`src/rtl/binarisation_pkg.sv`:
```
// rtl/binarisation_pkg.sv - shared constants and component slicing for the YCbCr binariser
package binarisation_pkg;

  localparam int CH_Y  = 2;
  localparam int CH_CB = 1;
  localparam int CH_CR = 0;

  localparam int DEF_W     = 8;
  localparam int DEF_CNT_W = 22;

  // Widest component the slicing helper supports; callers truncate to their own W.
  localparam int COMP_MAX = 16;

  function automatic logic [COMP_MAX-1:0] comp_of(
    input logic [3*COMP_MAX-1:0] bus,
    input int unsigned           w,
    input int unsigned           ch
  );
    return COMP_MAX'(bus >> (ch * w));
  endfunction

endpackage

```
`src/rtl/bin_range_cmp.sv`:
```
// rtl/bin_range_cmp.sv - per-channel window test; a disabled channel always passes
module bin_range_cmp #(
  parameter int W         = 8,
  parameter bit INCLUSIVE = 1'b0
) (
  input  logic [W-1:0] x,
  input  logic [W-1:0] low,
  input  logic [W-1:0] high,
  input  logic         en,
  output logic         pass
);

  logic in_win;

  // An inverted window (low > high) can never hold in either compare mode.
  always_comb begin
    in_win = 1'b0;
    if (INCLUSIVE)
      in_win = (x >= low) && (x <= high);
    else
      in_win = (x > low) && (x < high);
  end

  assign pass = ~en | in_win;

endmodule

```
`src/rtl/binarisation_rt.sv`:
```
// rtl/binarisation_rt.sv - two-stage YCbCr colour-key binariser with frame-buffered windows and fg count
module binarisation_rt
  import binarisation_pkg::*;
#(
  parameter int           W         = DEF_W,
  parameter int           CNT_W     = DEF_CNT_W,
  parameter bit           INCLUSIVE = 1'b0,
  parameter logic [W-1:0] Y_LOW     = '0,
  parameter logic [W-1:0] Y_HIGH    = '1,
  parameter logic [W-1:0] CB_LOW    = W'(100),
  parameter logic [W-1:0] CB_HIGH   = W'(140),
  parameter logic [W-1:0] CR_LOW    = '0,
  parameter logic [W-1:0] CR_HIGH   = '1,
  parameter logic [2:0]   EN_RST    = 3'b110
) (
  input  logic             clk,
  input  logic             rst_n,
  input  logic             de_in,
  input  logic             h_sync_in,
  input  logic             v_sync_in,
  input  logic [3*W-1:0]   pixel_in,
  input  logic             cfg_wr,
  input  logic [W-1:0]     cfg_y_low,
  input  logic [W-1:0]     cfg_y_high,
  input  logic [W-1:0]     cfg_cb_low,
  input  logic [W-1:0]     cfg_cb_high,
  input  logic [W-1:0]     cfg_cr_low,
  input  logic [W-1:0]     cfg_cr_high,
  input  logic [2:0]       cfg_en,
  input  logic             cfg_invert,
  output logic             de_out,
  output logic             h_sync_out,
  output logic             v_sync_out,
  output logic [3*W-1:0]   pixel_out,
  output logic             mask_out,
  output logic [CNT_W-1:0] fg_count,
  output logic             fg_count_valid
);

  localparam logic [W-1:0] LOW_RST  [3] = '{CR_LOW,  CB_LOW,  Y_LOW};
  localparam logic [W-1:0] HIGH_RST [3] = '{CR_HIGH, CB_HIGH, Y_HIGH};

  logic [W-1:0] low_pend [3];
  logic [W-1:0] high_pend [3];
  logic [W-1:0] low_act [3];
  logic [W-1:0] high_act [3];
  logic [2:0]   en_pend, en_act;
  logic         inv_pend, inv_act;
  logic         vs_in_prev;
  logic         vs_rise;

  assign vs_rise = v_sync_in & ~vs_in_prev;

  // Pending is updated by writes; active only copies pending on a v_sync_in rise,
  // so a write landing on that same cycle waits for the next frame.
  always_ff @(posedge clk) begin
    if (!rst_n) begin
      low_pend   <= LOW_RST;
      high_pend  <= HIGH_RST;
      low_act    <= LOW_RST;
      high_act   <= HIGH_RST;
      en_pend    <= EN_RST;
      en_act     <= EN_RST;
      inv_pend   <= 1'b0;
      inv_act    <= 1'b0;
      vs_in_prev <= 1'b0;
    end else begin
      vs_in_prev <= v_sync_in;
      if (cfg_wr) begin
        low_pend[CH_Y]   <= cfg_y_low;
        high_pend[CH_Y]  <= cfg_y_high;
        low_pend[CH_CB]  <= cfg_cb_low;
        high_pend[CH_CB] <= cfg_cb_high;
        low_pend[CH_CR]  <= cfg_cr_low;
        high_pend[CH_CR] <= cfg_cr_high;
        en_pend          <= cfg_en;
        inv_pend         <= cfg_invert;
      end
      if (vs_rise) begin
        low_act  <= low_pend;
        high_act <= high_pend;
        en_act   <= en_pend;
        inv_act  <= inv_pend;
      end
    end
  end

  logic [2:0] pass_c;

  for (genvar ch = 0; ch < 3; ch++) begin : g_ch
    logic [W-1:0] x;
    assign x = W'(comp_of((3*COMP_MAX)'(pixel_in), W, ch));
    bin_range_cmp #(.W(W), .INCLUSIVE(INCLUSIVE)) u_cmp (
      .x    (x),
      .low  (low_act[ch]),
      .high (high_act[ch]),
      .en   (en_act[ch]),
      .pass (pass_c[ch])
    );
  end

  logic [2:0] pass1;
  logic       de1, hs1, vs1, inv1;

  // Invert travels with the pixel so a frame-boundary swap cannot split a pixel's config.
  always_ff @(posedge clk) begin
    if (!rst_n) begin
      pass1      <= '0;
      de1        <= 1'b0;
      hs1        <= 1'b0;
      vs1        <= 1'b0;
      inv1       <= 1'b0;
      mask_out   <= 1'b0;
      de_out     <= 1'b0;
      h_sync_out <= 1'b0;
      v_sync_out <= 1'b0;
    end else begin
      pass1      <= pass_c;
      de1        <= de_in;
      hs1        <= h_sync_in;
      vs1        <= v_sync_in;
      inv1       <= inv_act;
      mask_out   <= de1 & ((&pass1) ^ inv1);
      de_out     <= de1;
      h_sync_out <= hs1;
      v_sync_out <= vs1;
    end
  end

  assign pixel_out = {(3*W){mask_out}};

  logic [CNT_W-1:0] cnt, cnt_sum;
  logic             vs_out_prev, frame_end, armed;

  assign frame_end = v_sync_out & ~vs_out_prev;

  always_comb begin
    cnt_sum = cnt;
    if (de_out && mask_out && (cnt != {CNT_W{1'b1}}))
      cnt_sum = cnt + CNT_W'(1);
  end

  // armed stays low until the first frame boundary after reset, so a partial frame is never reported.
  always_ff @(posedge clk) begin
    if (!rst_n) begin
      cnt            <= '0;
      fg_count       <= '0;
      fg_count_valid <= 1'b0;
      vs_out_prev    <= 1'b0;
      armed          <= 1'b0;
    end else begin
      vs_out_prev    <= v_sync_out;
      fg_count_valid <= 1'b0;
      if (frame_end) begin
        cnt   <= '0;
        armed <= 1'b1;
        if (armed) begin
          fg_count       <= cnt_sum;
          fg_count_valid <= 1'b1;
        end
      end else begin
        cnt <= cnt_sum;
      end
    end
  end

endmodule

```
`config.mk`:
```
export PLATFORM = sky130hd
export DESIGN_NAME = binarisation_rt
export DESIGN_NICKNAME = d
export VERILOG_FILES = /design/src/rtl/binarisation_pkg.sv /design/src/rtl/bin_range_cmp.sv /design/src/rtl/binarisation_rt.sv
export SDC_FILE = /design/constraint.sdc
export NUM_CORES = 1
export LEC_CHECK = 0
export CAP_MARGIN = 20
export CORE_ASPECT_RATIO = 0.9
export CORE_MARGIN = 3
export CORE_UTILIZATION = 35
export CTS_CLUSTER_SIZE = 30
export DETAILED_ROUTE_END_ITERATION = 10
export PLACE_DENSITY_LB_ADDON = 0.08
export SYNTH_ARGS = -nofsm -noshare
export SYNTH_HDL_FRONTEND = slang
export SYNTH_SLANG_ARGS = --single-unit
```
`constraint.sdc`:
```
create_clock -name clk -period 5.1 [get_ports clk]
set_input_delay 1.02 -clock clk [delete_from_list [all_inputs] [get_ports clk]]
set_output_delay 1.02 -clock clk [all_outputs]
set_load 0.02 [all_outputs]
```
==> results of run 1 <==
## sequential cells by signal (all words and copies together), names as in the netlist, 3 cells and up
signal / flops
cnt: 22
en_act: 3
en_pend: 3
fg_count: 22
high_act: 24
high_pend: 24
low_act: 24
low_pend: 24
pass1: 3
## worst register-to-register path: stages (launching register included)
cell,delay [ps]
dfxtp_1,810
nand4_1,520
nor4_2,610
nand4_1,190
xor2_1,200
a211oi_1,250
## per-stage QoR
stage	setup WS [ps]	cell area, sq um	power (mW)	hold slack (ps)	util (%)
floorplan	2810	7080	1.54	412	-
global placement	2140	8400	1.66	425	43.0
detailed placement	2080	8420	1.67	434	43.2
CTS	2040	9030	2.98	449	46.3
global route	1930	9030	3.07	466	46.3
finish	2100	9030	2.95	443	46.3
## power by group
| part | leakage [nW] | total (mW) | internal, mW | switching (mW) |
|---|---|---|---|---|
| clock network | 0.279 | 1.31 | 0.755 | 0.554 |
| registers | 1.33 | 1.35 | 1.32 | 0.0275 |
| logic | 2.10 | 0.290 | 0.145 | 0.145 |
## metal layers
layer,global-route usage [%],wire (um)
met1,23.5,9060
met4,4.41,216
met2,23.6,7320
met5,0,18
met3,4.08,1020
## cells by family after synthesis
group | after synthesis
adders and majority gates | 46
and+or+nand+nor | 263
muxes | 53
buffers and inverters | 118
xor gates and xnor gates | 21
AOI/OAI and AO/OA | 132
DFF | 162
## cell usage in the layout (no fill, tap or decap), drive strengths merged, types with 2 or more instances in the layout
master and n:
a211oi 17, a21o 9, a21oi 51, and2 11, and3 4, buf 8, bufinv 2, clkbuf 19
clkdlybuf4s50 130, clkinv 2, clkinvlp 5, dfxtp 162, ha 46, inv 56, mux2i 53, nand2 118
nand2b 6, nand3 13, nand4 20, nor2 68, nor2b 8, nor3 9, nor4 3, o2111ai 2
o211ai 25, o21ai 22, o32ai 2, xnor2 6, xor2 15
## final timing paths
| check | from | endpoint | cells past startpoint |
|---|---|---|---|
| worst max-delay path | mask_out$_SDFF_PN0_ | pixel_out[3] | 1 |
| worst min-delay path | hs1$_SDFF_PN0_ | h_sync_out$_SDFF_PN0_ | 1 |
| worst max register to register | mask_out$_SDFF_PN0_ | fg_count[18]$_SDFFE_PN0P_ | 5 |
| worst min register to register | hs1$_SDFF_PN0_ | h_sync_out$_SDFF_PN0_ | 1 |
## area by class of cell
cell class / count / area (sq um) / area share (%)
clock inverters: 13 / 150 / 1.66
repair buffers: 138 / 1380 / 15.2
multi-input cells: 515 / 3300 / 36.5
clock buffers: 19 / 453 / 5.02
well taps: 250 / 313 / 3.47
flip-flops and latches: 162 / 3240 / 35.9
inverters: 52 / 195 / 2.16
==> reports/metrics.csv, run 1 <==
metric;value;unit
outcome;complete, no violations;
hpwl dp;12.8;mm
critical path class;flip-flop to output port;
slowest stage delay, CP;810;ps
Diodes inserted;0;
Clock Skew;9.20;ps
Setup TNS;0;ps
CP Cell Sequence;clkdlybuf4s50_1;
initial DRC count;208;
total core area;19500;sq um
RD Place Congestion;0.796;
Final min period;3000;ps
Peak VDD IR;0.199;mV
post-route insts no fill;1149;
Top FF cell, synth;dfxtp_1;
LEAKAGE;3.70;nW
cts repair resizes;0;
synth top area cells;dfxtp_1 46%, ha_1 8.1%, mux2i_1 7.5%, nand2_1 6.3%, a21oi_1 3.6%;
main combinational cell family by area after synthesis;simple AND/OR/NAND/NOR gates;
Synth async-reset ratio;0;%
Worst Tran Pin Value;1050;ps
slack of the worst reg-to-reg path;2430;ps
IO Pins;133;
Post-CTS Setup Bufs;0;
largest net degree at the start of global routing;66;
Clock transition at path regs;60;ps
mux contribution to synthesized area;7.50;%
Commonest cells post-synth;162 x dfxtp_1, 118 x nand2_1, 68 x nor2_1, 53 x mux2i_1, 52 x inv_1;
fin nets;1014;
DRT antenna net count;0;
max cap viols;0;
endpoints failing hold;0;
sequential area share after synthesis;45.8;%
post-synthesis adder-cell area fraction;8.13;%
via count;5496;
highest-delay cell along the critical path;dfxtp_1;
CP Buf/Inv Count;1;
vias per std cell;4.78;
Syn Area/Cell;8.90;sq um
Tcrit/Tclk final;58.9;%
Post-Synthesis Cells;795;
drt pass-1 iters;4;
synthesized area;7080;sq um
f_max;333;MHz
Clk Latency, worst-skew pair;420;ps
crit-path max FO;27;
top cell type's share of synthesized area;45.8;%
CTS max path bufs;2;
CTS tree;built;
number of remaining DRC errors;0;
synthesis-to-finish area growth;27.6;%
Initial Utilization;36.3;%
Rel. slew slack;29.9;%
H-tree depth;4;
GRT Overall Usage;16.1;%
yosys warns;0;
share of layout cells above drive strength 1;5.34;%
Rows;48;
Slew Limit Fails;0;
simple-gate portion of the synthesized area;16.5;%
Worst Setup End Kind;output port;
initial antenna violation count;1;
Synth Area in XOR/XNOR;2.60;%
Worst EP required;4080;ps
hold buffer count at CTS;0;
fillers;1873;
Die ar.;22000;sq um
worst hold path type;flip-flop to flip-flop;
CTS root buf;clkbuf_16;
power density cells;326;nW/um^2
Worst setup SP type;flip-flop;
WL/cell;15.3;um
placed cell count;1117;
remaining global-route overflow;0;
post-synth top area cell;dfxtp_1;
Syn Nets;923;
Die Y;141;um
Distinct cells, synth;39;
critical path arrival;1980;ps
WL final;17.6;mm
vias in the first global route;5473;
CTS Buf Count;17;
Synth Register Bits;162;
clk sinks;162;
CP delay by family, top;flip-flops;
RSZ-0062 raised after global routing;false;
complex-gate fraction of the synthesized area;11.7;%
die extent in x;156;um
number of port buffers;132;
number of synthesized flops with an enable pin;0;
count leader, synth;dfxtp_1;
Setup Viol. Count Final;0;
first-pass GRT wire length;28.5;mm
Note: power is estimated with default switching activity, not from simulation.
==> inputs of run 2 (changes only) <==
==> constraint.sdc (replaced) <==
create_clock -name clk -period 2.6 [get_ports clk]
set_input_delay 0.52 -clock clk [delete_from_list [all_inputs] [get_ports clk]]
set_output_delay 0.52 -clock clk [all_outputs]
set_load 0.02 [all_outputs]
==> run 2 against run 1 <==
Non-clock buffer count increased by 6. Final cell count is 0.52% higher. Clock-buffer cell count up 2. First-iteration DRC count is 18% lower. Sequential power is 96% higher. Combinational power grew 100%. Wire length is 0.28% lower. Global-route usage rose by 0.12 points. Critical path depth is 1 higher. Via count fell by 0.25%. Critical endpoint is now pixel_out[6]. Largest cell class unchanged. Highest routed layer unchanged.
==> reports/metrics.csv, run 2 (same netlist as run 1, synthesis figures left out) <==
metric;value;unit;change
outcome;complete, no violations;;unchanged
endpoints failing hold;0;;unchanged
WHS;439;ps;was 443 ps
LEAKAGE;3.76;nW;was 3.70 nW
largest net degree at the start of global routing;73;;was 66
WL/cell;15.2;um;was 15.3 um
Initial Utilization;36.3;%;unchanged
drt pass-1 iters;4;;unchanged
post-route insts no fill;1155;;was 1149
post-route setup slack;264;ps;was 2100 ps
CTS Buf Count;17;;unchanged
WL final;17.6;mm;about the same
Slew Limit Fails;0;;unchanged
GRT Overall Usage;16.3;%;was 16.1%
Clock Skew;15.4;ps;was 9.20 ps
clk sinks;162;;unchanged
f_max;428;MHz;
Tcrit/Tclk final;89.8;%;
CTS max path bufs;2;;unchanged
design area;9110;sq um;was 9030 sq um
most common cell after layout, fill and taps aside;dfxtp_1;;unchanged
critical path class;flip-flop to output port;;unchanged
Clock transition at path regs;60;ps;about the same
share of layout cells above drive strength 1;5.86;%;was 5.34%
Peak VDD IR;0.408;mV;was 0.199 mV
Setup TNS;0;ps;unchanged
Final min period;2340;ps;
die extent in x;156;um;unchanged
via count;5482;;was 5496
Worst setup SP type;flip-flop;;unchanged
placed inst area;8490;sq um;was 8420 sq um
total core area;19500;sq um;unchanged
Die Y;141;um;unchanged
critical path arrival;1820;ps;was 1980 ps
Setup Viol. Count Final;0;;unchanged
Core Util, Final;46.7;%;was 46.3%
synthesis-to-finish area growth;28.7;%;was 27.6%
placed cell count;1123;;was 1117
power density cells;642;nW/um^2;was 326 nW/um^2
crit-path max FO;20;;was 27
RD Place Congestion;0.852;;was 0.796
DRT antenna net count;0;;unchanged
hold buffer count at CTS;0;;unchanged
fin nets;1020;;was 1014
IO Pins;133;;unchanged
commonest non-fill, non-tap cells in the layout;162 x dfxtp_1, 130 x clkdlybuf4s50_1, 118 x nand2_1;;unchanged
remaining global-route overflow;0;;unchanged
max cap viols;0;;unchanged
Worst EP required;2080;ps;was 4080 ps
initial antenna violation count;2;;was 1
Worst Setup End Kind;output port;;unchanged
vias in the first global route;5378;;was 5473
vias per std cell;4.75;;was 4.78
CTS root buf;clkbuf_16;;unchanged
initial DRC count;170;;was 208
number of remaining DRC errors;0;;unchanged
dpl ws;236;ps;was 2080 ps
Clk Latency, worst-skew pair;420;ps;about the same
Worst Tran Pin Value;908;ps;was 1050 ps
Rel. slew slack;39.4;%;was 29.9%
Rows;48;;unchanged
cts repair resizes;0;;unchanged
Overall Power;5.85;mW;was 2.95 mW
RSZ-0062 raised after global routing;false;;unchanged
CTS tree;built;;unchanged
Post-CTS Setup Bufs;0;;unchanged
worst hold path type;flip-flop to flip-flop;;unchanged
H-tree depth;4;;unchanged
hpwl dp;12.9;mm;was 12.8 mm
Die ar.;22000;sq um;unchanged
number of port buffers;132;;unchanged
first-pass GRT wire length;28.5;mm;about the same
Diodes inserted;0;;unchanged
## run 2: cell types whose count changed in the layout (fill, tap and decap cells not counted), moves of 2 or more
cell | before | now
buf_12 | 0 | 3
clkinv_2 | 0 | 2
clkinvlp_4 | 5 | 2
buf_4 | 5 | 9
## run 2: worst paths after layout
kind                  startpoint                  endpoint  slack (ps)  depth (start not counted)
max reg2reg    cnt[0]$_SDFF_PP0_  fg_count[5]$_SDFFE_PN0P_         390                          6
min               hs1$_SDFF_PN0_     h_sync_out$_SDFF_PN0_         440                          1
min reg2reg       hs1$_SDFF_PN0_     h_sync_out$_SDFF_PN0_         440                          1
max          mask_out$_SDFF_PN0_              pixel_out[6]         260                          2
## run 2: area by class of cell
class                      instances  area, sq um
clock buffer                      21          470
clock inverter                    11          150
fill                            1853        10400
inverter                          52          195
multi-input combinational        515         3300
sequential                       162         3240
tap                              250          313
timing repair buffer             144         1440
## run 2: layer usage
| metal | vias up | global-route usage [%] | wire length, um |
|---|---|---|---|
| met1 | 2488 | 23.9 | 9120 |
| met4 | 4 | 4.46 | 125 |
| met5 | - | 0 | 29 |
| li1 | 2872 | - | - |
| met3 | 12 | 4.48 | 903 |
| met2 | 106 | 23.3 | 7400 |
## run 2: power breakdown
group	internal [mW]	leakage, nW	switching, mW
logic	0.295	2.14	0.290
clock network	1.60	0.300	1.03
registers	2.59	1.33	0.0519
total	4.48	3.76	1.37
## run 2: critical path: stages, from the launching register on
cell and delay (ps):
dfxtp_1 490, buf_4 270, clkdlybuf4s50_1 640
==> inputs of run 3 (changes only) <==
--- a/config.mk
+++ b/config.mk
@@ -5,6 +5,7 @@
 export SDC_FILE = /design/constraint.sdc
 export NUM_CORES = 1
 export LEC_CHECK = 0
+export ABC_AREA = 1
 export CAP_MARGIN = 20
 export CORE_ASPECT_RATIO = 0.9
 export CORE_MARGIN = 3
@@ -12,6 +13,7 @@
 export CTS_CLUSTER_SIZE = 30
 export DETAILED_ROUTE_END_ITERATION = 10
 export PLACE_DENSITY_LB_ADDON = 0.08
+export RECOVER_POWER = 25
 export SYNTH_ARGS = -nofsm -noshare
 export SYNTH_HDL_FRONTEND = slang
 export SYNTH_SLANG_ARGS = --single-unit
==> run 3 against run 2 <==
Critical path depth down 1. Wire length increased by 7.0%. Clock power about the same. Worst hold slack got worse by 8.0 ps. Setup slack gained 150 ps. Combinational power increased by 11%. Maximum frequency increased by 7.0%. Clock-buffer cell count fell by 3. Clock skew decreased by 5.5 ps.
==> reports/metrics.csv, run 3 <==
metric;value;unit;change
number of port buffers;132;;unchanged
cts repair resizes;0;;unchanged
largest net degree at the start of global routing;69;;was 73
critical path class;flip-flop to output port;;unchanged
hold buffer count at CTS;0;;unchanged
CTS max path bufs;2;;unchanged
Peak VDD IR;0.404;mV;was 0.408 mV
Clock Skew;9.90;ps;was 15.4 ps
Rel. slew slack;43.5;%;was 39.4%
Overall Power;5.92;mW;was 5.85 mW
WHS;431;ps;was 439 ps
Switch Pwr;1.48;mW;was 1.37 mW
worst hold path type;flip-flop to flip-flop;;unchanged
crit-path max FO;26;;was 20
sequential area share after synthesis;43.0;%;was 45.8%
CP delay by family, top;buffers and inverters;;unchanged
IO Pins;133;;unchanged
GRT Overall Usage;16.2;%;was 16.3%
Worst EP required;2080;ps;about the same
synthesized area;7540;sq um;was 7080 sq um
Comb pwr share;11.0;%;was 10.0%
Die ar.;23400;sq um;was 22000 sq um
Initial Utilization;36.0;%;was 36.3%
global route hottest layer;met1;;unchanged
Final min period;2180;ps;was 2340 ps
highest-delay cell along the critical path;clkdlybuf4s50_1;;unchanged
Distinct cells, synth;31;;was 39
Worst Setup End Kind;output port;;unchanged
Clk network pwr share;44.0;%;was 44.9%
via count;6380;;was 5482
fillers;2161;;was 1853
grt met2 use;23.2;%;was 23.3%
Synth async-reset ratio;0;%;unchanged
Post-Synthesis Cells;1005;;was 795
max cap viols;0;;unchanged
commonest non-fill, non-tap cells in the layout;207 x nand2_1, 161 x dfxtp_1, 130 x clkdlybuf4s50_1;;was 162 x dfxtp_1, 130 x clkdlybuf4s50_1, 118 x nand2_1
slowest stage delay, CP;690;ps;was 640 ps
initial antenna violation count;0;;was 2
Worst setup SP type;flip-flop;;unchanged
CTS root buf;clkbuf_16;;unchanged
Diodes inserted;0;;unchanged
Clk Latency, worst-skew pair;420;ps;about the same
number of synthesized flops with an enable pin;0;;unchanged
remaining global-route overflow;0;;unchanged
yosys warns;0;;unchanged
Syn Area/Cell;7.51;sq um;was 8.90 sq um
CTS Buf Count;17;;unchanged
Core Util, Final;45.7;%;was 46.7%
Commonest cells post-synth;207 x nand2_1, 162 x dfxtp_1, 113 x inv_1, 110 x nor2_1, 72 x o21ai_0;;was 162 x dfxtp_1, 118 x nand2_1, 68 x nor2_1, 53 x mux2i_1, 52 x inv_1
hpwl dp;13.7;mm;was 12.9 mm
CP Buf/Inv Count;1;;was 2
post-synth top area cell;dfxtp_1;;unchanged
Rows;50;;was 48
LEAKAGE;4.18;nW;was 3.76 nW
f_max;458;MHz;was 428 MHz
clk sinks;162;;unchanged
Setup TNS;0;ps;unchanged
vias in the first global route;5906;;was 5378
Slew Limit Fails;0;;unchanged
RSZ-0062 raised after global routing;false;;unchanged
Int Pwr;4.44;mW;was 4.48 mW
RD Place Congestion;0.824;;was 0.852
Worst Tran Pin Value;848;ps;was 908 ps
vias per std cell;4.56;;was 4.75
WL final;18.8;mm;was 17.6 mm
most common cell after layout, fill and taps aside;nand2_1;;was dfxtp_1
DRT antenna net count;0;;unchanged
Setup Viol. Count Final;0;;unchanged
CTS tree;built;;unchanged
H-tree depth;4;;unchanged
number of remaining DRC errors;0;;unchanged
initial DRC count;314;;was 170
top cell type's share of synthesized area;43.0;%;was 45.8%
power density cells;618;nW/um^2;was 642 nW/um^2
drt pass-1 iters;5;;was 4
met3 usage;4.22;%;was 4.48%
CP Cell Sequence;clkdlybuf4s50_1;;was buf_4, clkdlybuf4s50_1
total core area;21000;sq um;was 19500 sq um
synth top area cells;dfxtp_1 43%, nand2_1 10%, ha_1 7.6%, inv_1 5.6%, nor2_1 5.5%;;was dfxtp_1 46%, ha_1 8.1%, mux2i_1 7.5%, nand2_1 6.3%, a21oi_1 3.6%
Clock transition at path regs;70;ps;was 60 ps
fin nets;1229;;was 1020
first-pass GRT wire length;30.7;mm;was 28.5 mm
Die Y;145;um;was 141 um
synthesis-to-finish area growth;27.0;%;was 28.7%
count leader, synth;nand2_1;;was dfxtp_1
sequential power share;45.0;%;was 45.1%
Top FF cell, synth;dfxtp_1;;unchanged
critical path arrival;1660;ps;was 1820 ps
post-route setup slack;416;ps;was 264 ps
Post-CTS Setup Bufs;0;;unchanged
die extent in x;161;um;was 156 um
endpoints failing hold;0;;unchanged
switching share of power;25.0;%;was 23.5%
dpl ws;582;ps;was 236 ps
GR Layer Usage met1;24.2;%;was 23.9%
WL/cell;13.4;um;was 15.2 um
Synth Register Bits;162;;unchanged
outcome;complete, no violations;;unchanged
Syn Nets;1133;;was 923
Tcrit/Tclk final;84.0;%;was 89.8%
share of layout cells above drive strength 1;6.55;%;was 5.86%
==> run 3: through the flow <==
| stage | instances | cell area [sq um] |
|---|---|---|
| finish | 1400 | 9580 |
| global route | 1400 | 9580 |
| CTS | 1400 | 9590 |
| detailed placement | 1368 | 8980 |
| global placement | 1368 | 8980 |
| floorplan | 1005 | 7540 |
==> run 3: kinds of logic (layout without fill, tap and decap cells) <==
| kind of cell | after synthesis | in the layout | synth area share (%) |
|---|---|---|---|
| flip-flops | 162 | 162 | 43.0 |
| AO/OA/AOI/OAI | 184 | 184 | 13.7 |
| XOR/XNOR | 10 | 10 | 1.16 |
| buffers and inverters | 184 | 293 | 10.8 |
| adder cells (fa/ha/maj) | 46 | 46 | 7.63 |
| AND/OR/NAND/NOR | 419 | 419 | 23.7 |
==> run 3: metal layers <==
layer | part of all wire [%] | up-vias | wire length [um]
met5 | 0 | - | 0
met4 | 0.90 | 0 | 170
met3 | 5.2 | 12 | 973
met2 | 40 | 130 | 7620
met1 | 53 | 2840 | 10100
li1 | - | 3398 | -
==> run 3: final timing paths <==
| check | startpoint | end | slack (ps) | depth (start not counted) |
|---|---|---|---|---|
| max | mask_out$_SDFF_PN0_ | pixel_out[18] | 420 | 1 |
| min reg2reg | hs1$_SDFF_PN0_ | h_sync_out$_SDFF_PN0_ | 430 | 2 |
| min | hs1$_SDFF_PN0_ | h_sync_out$_SDFF_PN0_ | 430 | 2 |
| max reg2reg | cnt[0]$_SDFF_PP0_ | fg_count[16]$_SDFFE_PN0P_ | 700 | 12 |
==> run 3: cell type report <==
type,count,area [sq um],share of cell area [%]
clock inverters,14,180,1.88
flip-flops and latches,162,3240,33.9
inverters,116,440,4.60
repair buffers,145,1440,15.0
well taps,286,358,3.74
clock buffers,18,429,4.48
multi-input cells,659,3490,36.4
==> run 3: power groups by stage <==
stage | clock network (mW) | registers (mW) | logic (mW)
6_report | 2.61 | 2.66 | 0.652
5_1_grt | 2.80 | 2.68 | 0.749
4_1_cts | 2.69 | 2.66 | 0.665
3_5_place_dp | 0 | 2.72 | 0.660
3_3_place_gp | 0 | 2.72 | 0.658
2_1_floorplan | 0 | 2.71 | 0.381
==> run 3: worst register-to-register path: stages, from the launching register on <==
cell     delay [ps]
dfxtp_1         400
ha_1            290
inv_1           100
nor2_4          140
nand2_4          80
nor2_4          130
nand2_4         100
nand2_8         140
inv_6           100
nand2_2          70
nand3_1         120
nand2_1         100
inv_1            40
==> RTL edit 1: new RTL, settings of run 2 <==
`INCLUSIVE` is set to 1'b0 in 2 places; all go to 1'b1.
--- a/src/rtl/bin_range_cmp.sv
+++ b/src/rtl/bin_range_cmp.sv
@@ -1,7 +1,7 @@
 // rtl/bin_range_cmp.sv - per-channel window test; a disabled channel always passes
 module bin_range_cmp #(
   parameter int W         = 8,
-  parameter bit INCLUSIVE = 1'b0
+  parameter bit INCLUSIVE = 1'b1
 ) (
   input  logic [W-1:0] x,
   input  logic [W-1:0] low,
--- a/src/rtl/binarisation_rt.sv
+++ b/src/rtl/binarisation_rt.sv
@@ -4,7 +4,7 @@
 #(
   parameter int           W         = DEF_W,
   parameter int           CNT_W     = DEF_CNT_W,
-  parameter bit           INCLUSIVE = 1'b0,
+  parameter bit           INCLUSIVE = 1'b1,
   parameter logic [W-1:0] Y_LOW     = '0,
   parameter logic [W-1:0] Y_HIGH    = '1,
   parameter logic [W-1:0] CB_LOW    = W'(100),
Function: changed (a bounded check fails within 4 cycles, from zero or initial values and one cycle with rst_n low).
==> RTL edit 1 against run 2 <==
  * Largest power group unchanged
  * Final area about the same
  * Sequential cell count did not move
  * Clock power is 8.7% lower
  * Sequential share of layout area hardly changed
  * Fmax rose by 7.3%
  * Area after synthesis grew 0.92%
  * Global-route usage rose by 0.15 points
  * Setup slack better by 0.16 ns
  * Register-to-register slack better by 0.27 ns
  * Wire length is 2.4% higher
  * Total power shrank 4.0%
  * Sequential power about the same
==> RTL edit 1: results (changes against run 2) <==
Net count, final - 1017 (-0.29%)
Non-filler instance count after layout - 1148 (-0.61%)
Synthesis-to-layout area growth - 27.5%
Synthesized netlist cell count - 789 (-0.75%)
Amount of wire on met3 after detailed routing - 962 um (+6.5%)
Worst slack after detailed placement - 0.378 ns (+0.143 ns)
Fraction of final layout cells sized beyond drive strength 1 - 6.24% (+0.38 points)
1st-iter DRT viols - 259 (+52%)
Met2 routed wirelength - 7.99 mm (+8.0%)
Status - finished, final reports clean
Top layer used by detailed routing - met4
Worst ir drop on vdd - 0.000430 V (+5.5%)
Highest attainable clock frequency - 459 MHz (+7.3%)
Synthesized netlist net count - 920 (-0.33%)
Plain + repair buffers - 142 (-1.4%)
Leakage power - 0.00382 uW (+1.5%)
Commonest cells in the synthesized netlist - sky130_fd_sc_hd__dfxtp_1, sky130_fd_sc_hd__nand2_1, sky130_fd_sc_hd__a21oi_1, sky130_fd_sc_hd__nor2_1, sky130_fd_sc_hd__mux2i_1
Proportion of cell area spent on the clock network - 6.24% (-0.57 points)
Routed length on met1 - 8.90 mm (-2.4%)
TritonRoute pass-1 iters - 7 (+3)
Number of distinct library cells after synthesis - 43 (+10%)
Detailed Place HPWL - 12.9 mm (+0.26%)
Final Routed Wirelength - 18.0 mm (+2.4%)
Clkbuf count - 22 (+4.8%)
Global-route wire length before repair - 28.7 mm (+0.73%)
Multi-input combinational area share - 37.0% (+0.83 points)
Setup slack on the worst flop-to-flop path - 0.66 ns (+0.27 ns)
Last weighted congestion value of the routability-driven placer - 0.801 (-6.0%)
Data-path buffer share of cell area in the final layout - 15.6% (-0.16 points)
Non-clk invs - 49 (-5.8%)
Termination of the worst setup path - pixel_out[22]
Net switching component of the power - 1380 uW (+0.71%)
Number of multi-input logic gates - 514 (-0.19%)
GR met1 Demand/Resource - 23.2% (-0.68 points)
Number of filler cells placed in the layout - 1916 (+3.4%)
Clock group - 2400 uW (-8.7%)
==> RTL edit 1: cell types whose count changed after synthesis, sizes merged, moves of 4 or more <==
cell and change:
nor2 -11, a211oi -10, nor3 -7, clkbuf -6, nand2 +6, a31oi +5, a21oi +4, and4 +4
inv -4, nand4b +4, o211ai +4, o22ai +4, xnor2 -4
==> RTL edit 1: worst max-delay path, stage by stage (launching register included) <==
cell	delay (ns)
sky130_fd_sc_hd__dfxtp_1	0.31
sky130_fd_sc_hd__buf_4	0.27
sky130_fd_sc_hd__clkdlybuf4s50_1	0.66
==> RTL edit 1: logic make-up after synthesis <==
kind of cell	synth area share [%]
simple gates	16.7
flops	45.4
compound gates	12.5
buf+inv	7.48
mux	7.57
fa+ha+maj	8.59
xor+xnor	1.72
==> RTL edit 1: stage by stage <==
stage / total power [uW] / hold slack [ns]
after global placement: 3270 / 0.415
after CTS: 5690 / 0.441
after global routing: 5880 / 0.472
after floorplan: 3010 / 0.412
after detailed placement: 3280 / 0.425
final: 5620 / 0.437
==> RTL edit 2: new RTL, settings of run 2 <==
Without the edit above. Make the reset (`rst_n`) asynchronous in 3 clocked blocks.
--- a/src/rtl/binarisation_rt.sv
+++ b/src/rtl/binarisation_rt.sv
@@ -53,7 +53,7 @@
 
   // Pending is updated by writes; active only copies pending on a v_sync_in rise,
   // so a write landing on that same cycle waits for the next frame.
-  always_ff @(posedge clk) begin
+  always_ff @(posedge clk or negedge rst_n) begin
     if (!rst_n) begin
       low_pend   <= LOW_RST;
       high_pend  <= HIGH_RST;
@@ -103,7 +103,7 @@
   logic       de1, hs1, vs1, inv1;
 
   // Invert travels with the pixel so a frame-boundary swap cannot split a pixel's config.
-  always_ff @(posedge clk) begin
+  always_ff @(posedge clk or negedge rst_n) begin
     if (!rst_n) begin
       pass1      <= '0;
       de1        <= 1'b0;
@@ -141,7 +141,7 @@
   end
 
   // armed stays low until the first frame boundary after reset, so a partial frame is never reported.
-  always_ff @(posedge clk) begin
+  always_ff @(posedge clk or negedge rst_n) begin
     if (!rst_n) begin
       cnt            <= '0;
       fg_count       <= '0;
Check against the original RTL: differs if rst_n is asserted again (counterexample within 4 cycles, from zero or initial values and one cycle with rst_n low); with rst_n held inactive, the same outputs for 10 cycles.
==> RTL edit 2 against run 2 <==
  * Area after synthesis is 6.1% higher
  * Setup slack improved by 0.063 ns
  * Sequential cell count unchanged
  * Highest routed layer is now met4
  * Wire length is 9.5% lower
  * Final area rose by 5.8%
  * Synthesized cell count decreased by 16%
  * Global-route usage is 1.8 points lower
  * Via count decreased by 6.6%
Power is not compared: it rests on default switching activity, and its combinational part moved more than twofold at a synthesized area within 25%.
==> RTL edit 2: results (changes against run 2) <==
Status - finished, final reports clean
Amount of wire on met3 after detailed routing - 761 um (-16%)
Met3 global-route usage - 4.22% (-0.26 points)
Net count, final - 908 (-11%)
Initial antenna violation count - 0 (-2)
Global-route wire length before repair - 27.3 mm (-4.2%)
Number of filler cells placed in the layout - 1972 (+6.4%)
Post-synthesis compound-gate area fraction - 10.7% (-1.0 points)
Routed length on met1 - 7.57 mm (-17%)
GR met1 Demand/Resource - 19.4% (-4.5 points)
Data-path buffer share of cell area in the final layout - 14.9% (-0.88 points)
Number of distinct library cells after synthesis - 49 (+26%)
Number of global-route vias before repair - 5304 (-1.4%)
Biggest fanout along the worst timing path - 25 (+25%)
Worst-case reg-to-reg path depth - 5 (-1)
TritonRoute pass-1 iters - 7 (+3)
Total global routing track utilization - 14.4% (-1.8 points)
Clock Skew - 0.0157 ns (+0.000307 ns)
Fraction of final layout cells sized beyond drive strength 1 - 19.9% (+14 points)
Area contributors post-synth - sky130_fd_sc_hd__dfrtp_1, sky130_fd_sc_hd__dfstp_2, sky130_fd_sc_hd__mux2_2
Post-route setup slack - 0.327 ns (+0.0625 ns)
Detailed Place HPWL - 11.4 mm (-11%)
Non-filler instance count after layout - 1079 (-6.6%)
Footprint of the multi-input gates - 2930 sq um (-11%)
Fraction of synthesis flops using an asynchronous set or reset pin - 100% (+100 points)
Multiplexer area fraction after synthesis - 9.43% (+1.9 points)
Post-Synth Adder-Cell Area - 7.66% (-0.47 points)
Proportion of synthesized chip area in sequential cells - 54.8% (+8.9 points)
Via count - 5121 (-6.6%)
Proportion of cell area spent on the clock network - 6.28% (-0.53 points)
[RTL edit 2: cell count changes in the layout (fill, tap and decap cells not counted), moves of 17 or more]
| cell | before | now |
|---|---|---|
| sky130_fd_sc_hd__dfxtp_1 | 162 | 0 |
| sky130_fd_sc_hd__dfrtp_1 | 0 | 114 |
| sky130_fd_sc_hd__mux2_2 | 0 | 62 |
| sky130_fd_sc_hd__nand2_1 | 118 | 65 |
| sky130_fd_sc_hd__o21ai_0 | 12 | 65 |
| sky130_fd_sc_hd__mux2i_1 | 53 | 1 |
| sky130_fd_sc_hd__dfstp_2 | 0 | 48 |
| sky130_fd_sc_hd__a21oi_1 | 51 | 18 |
| sky130_fd_sc_hd__nor2_1 | 68 | 35 |
| sky130_fd_sc_hd__o211ai_1 | 22 | 5 |
[RTL edit 2: critical path, cell delays in order (launching register included)]
cell                              delay, ns
sky130_fd_sc_hd__dfrtp_1               0.43
sky130_fd_sc_hd__buf_4                 0.27
sky130_fd_sc_hd__clkdlybuf4s50_1       0.65
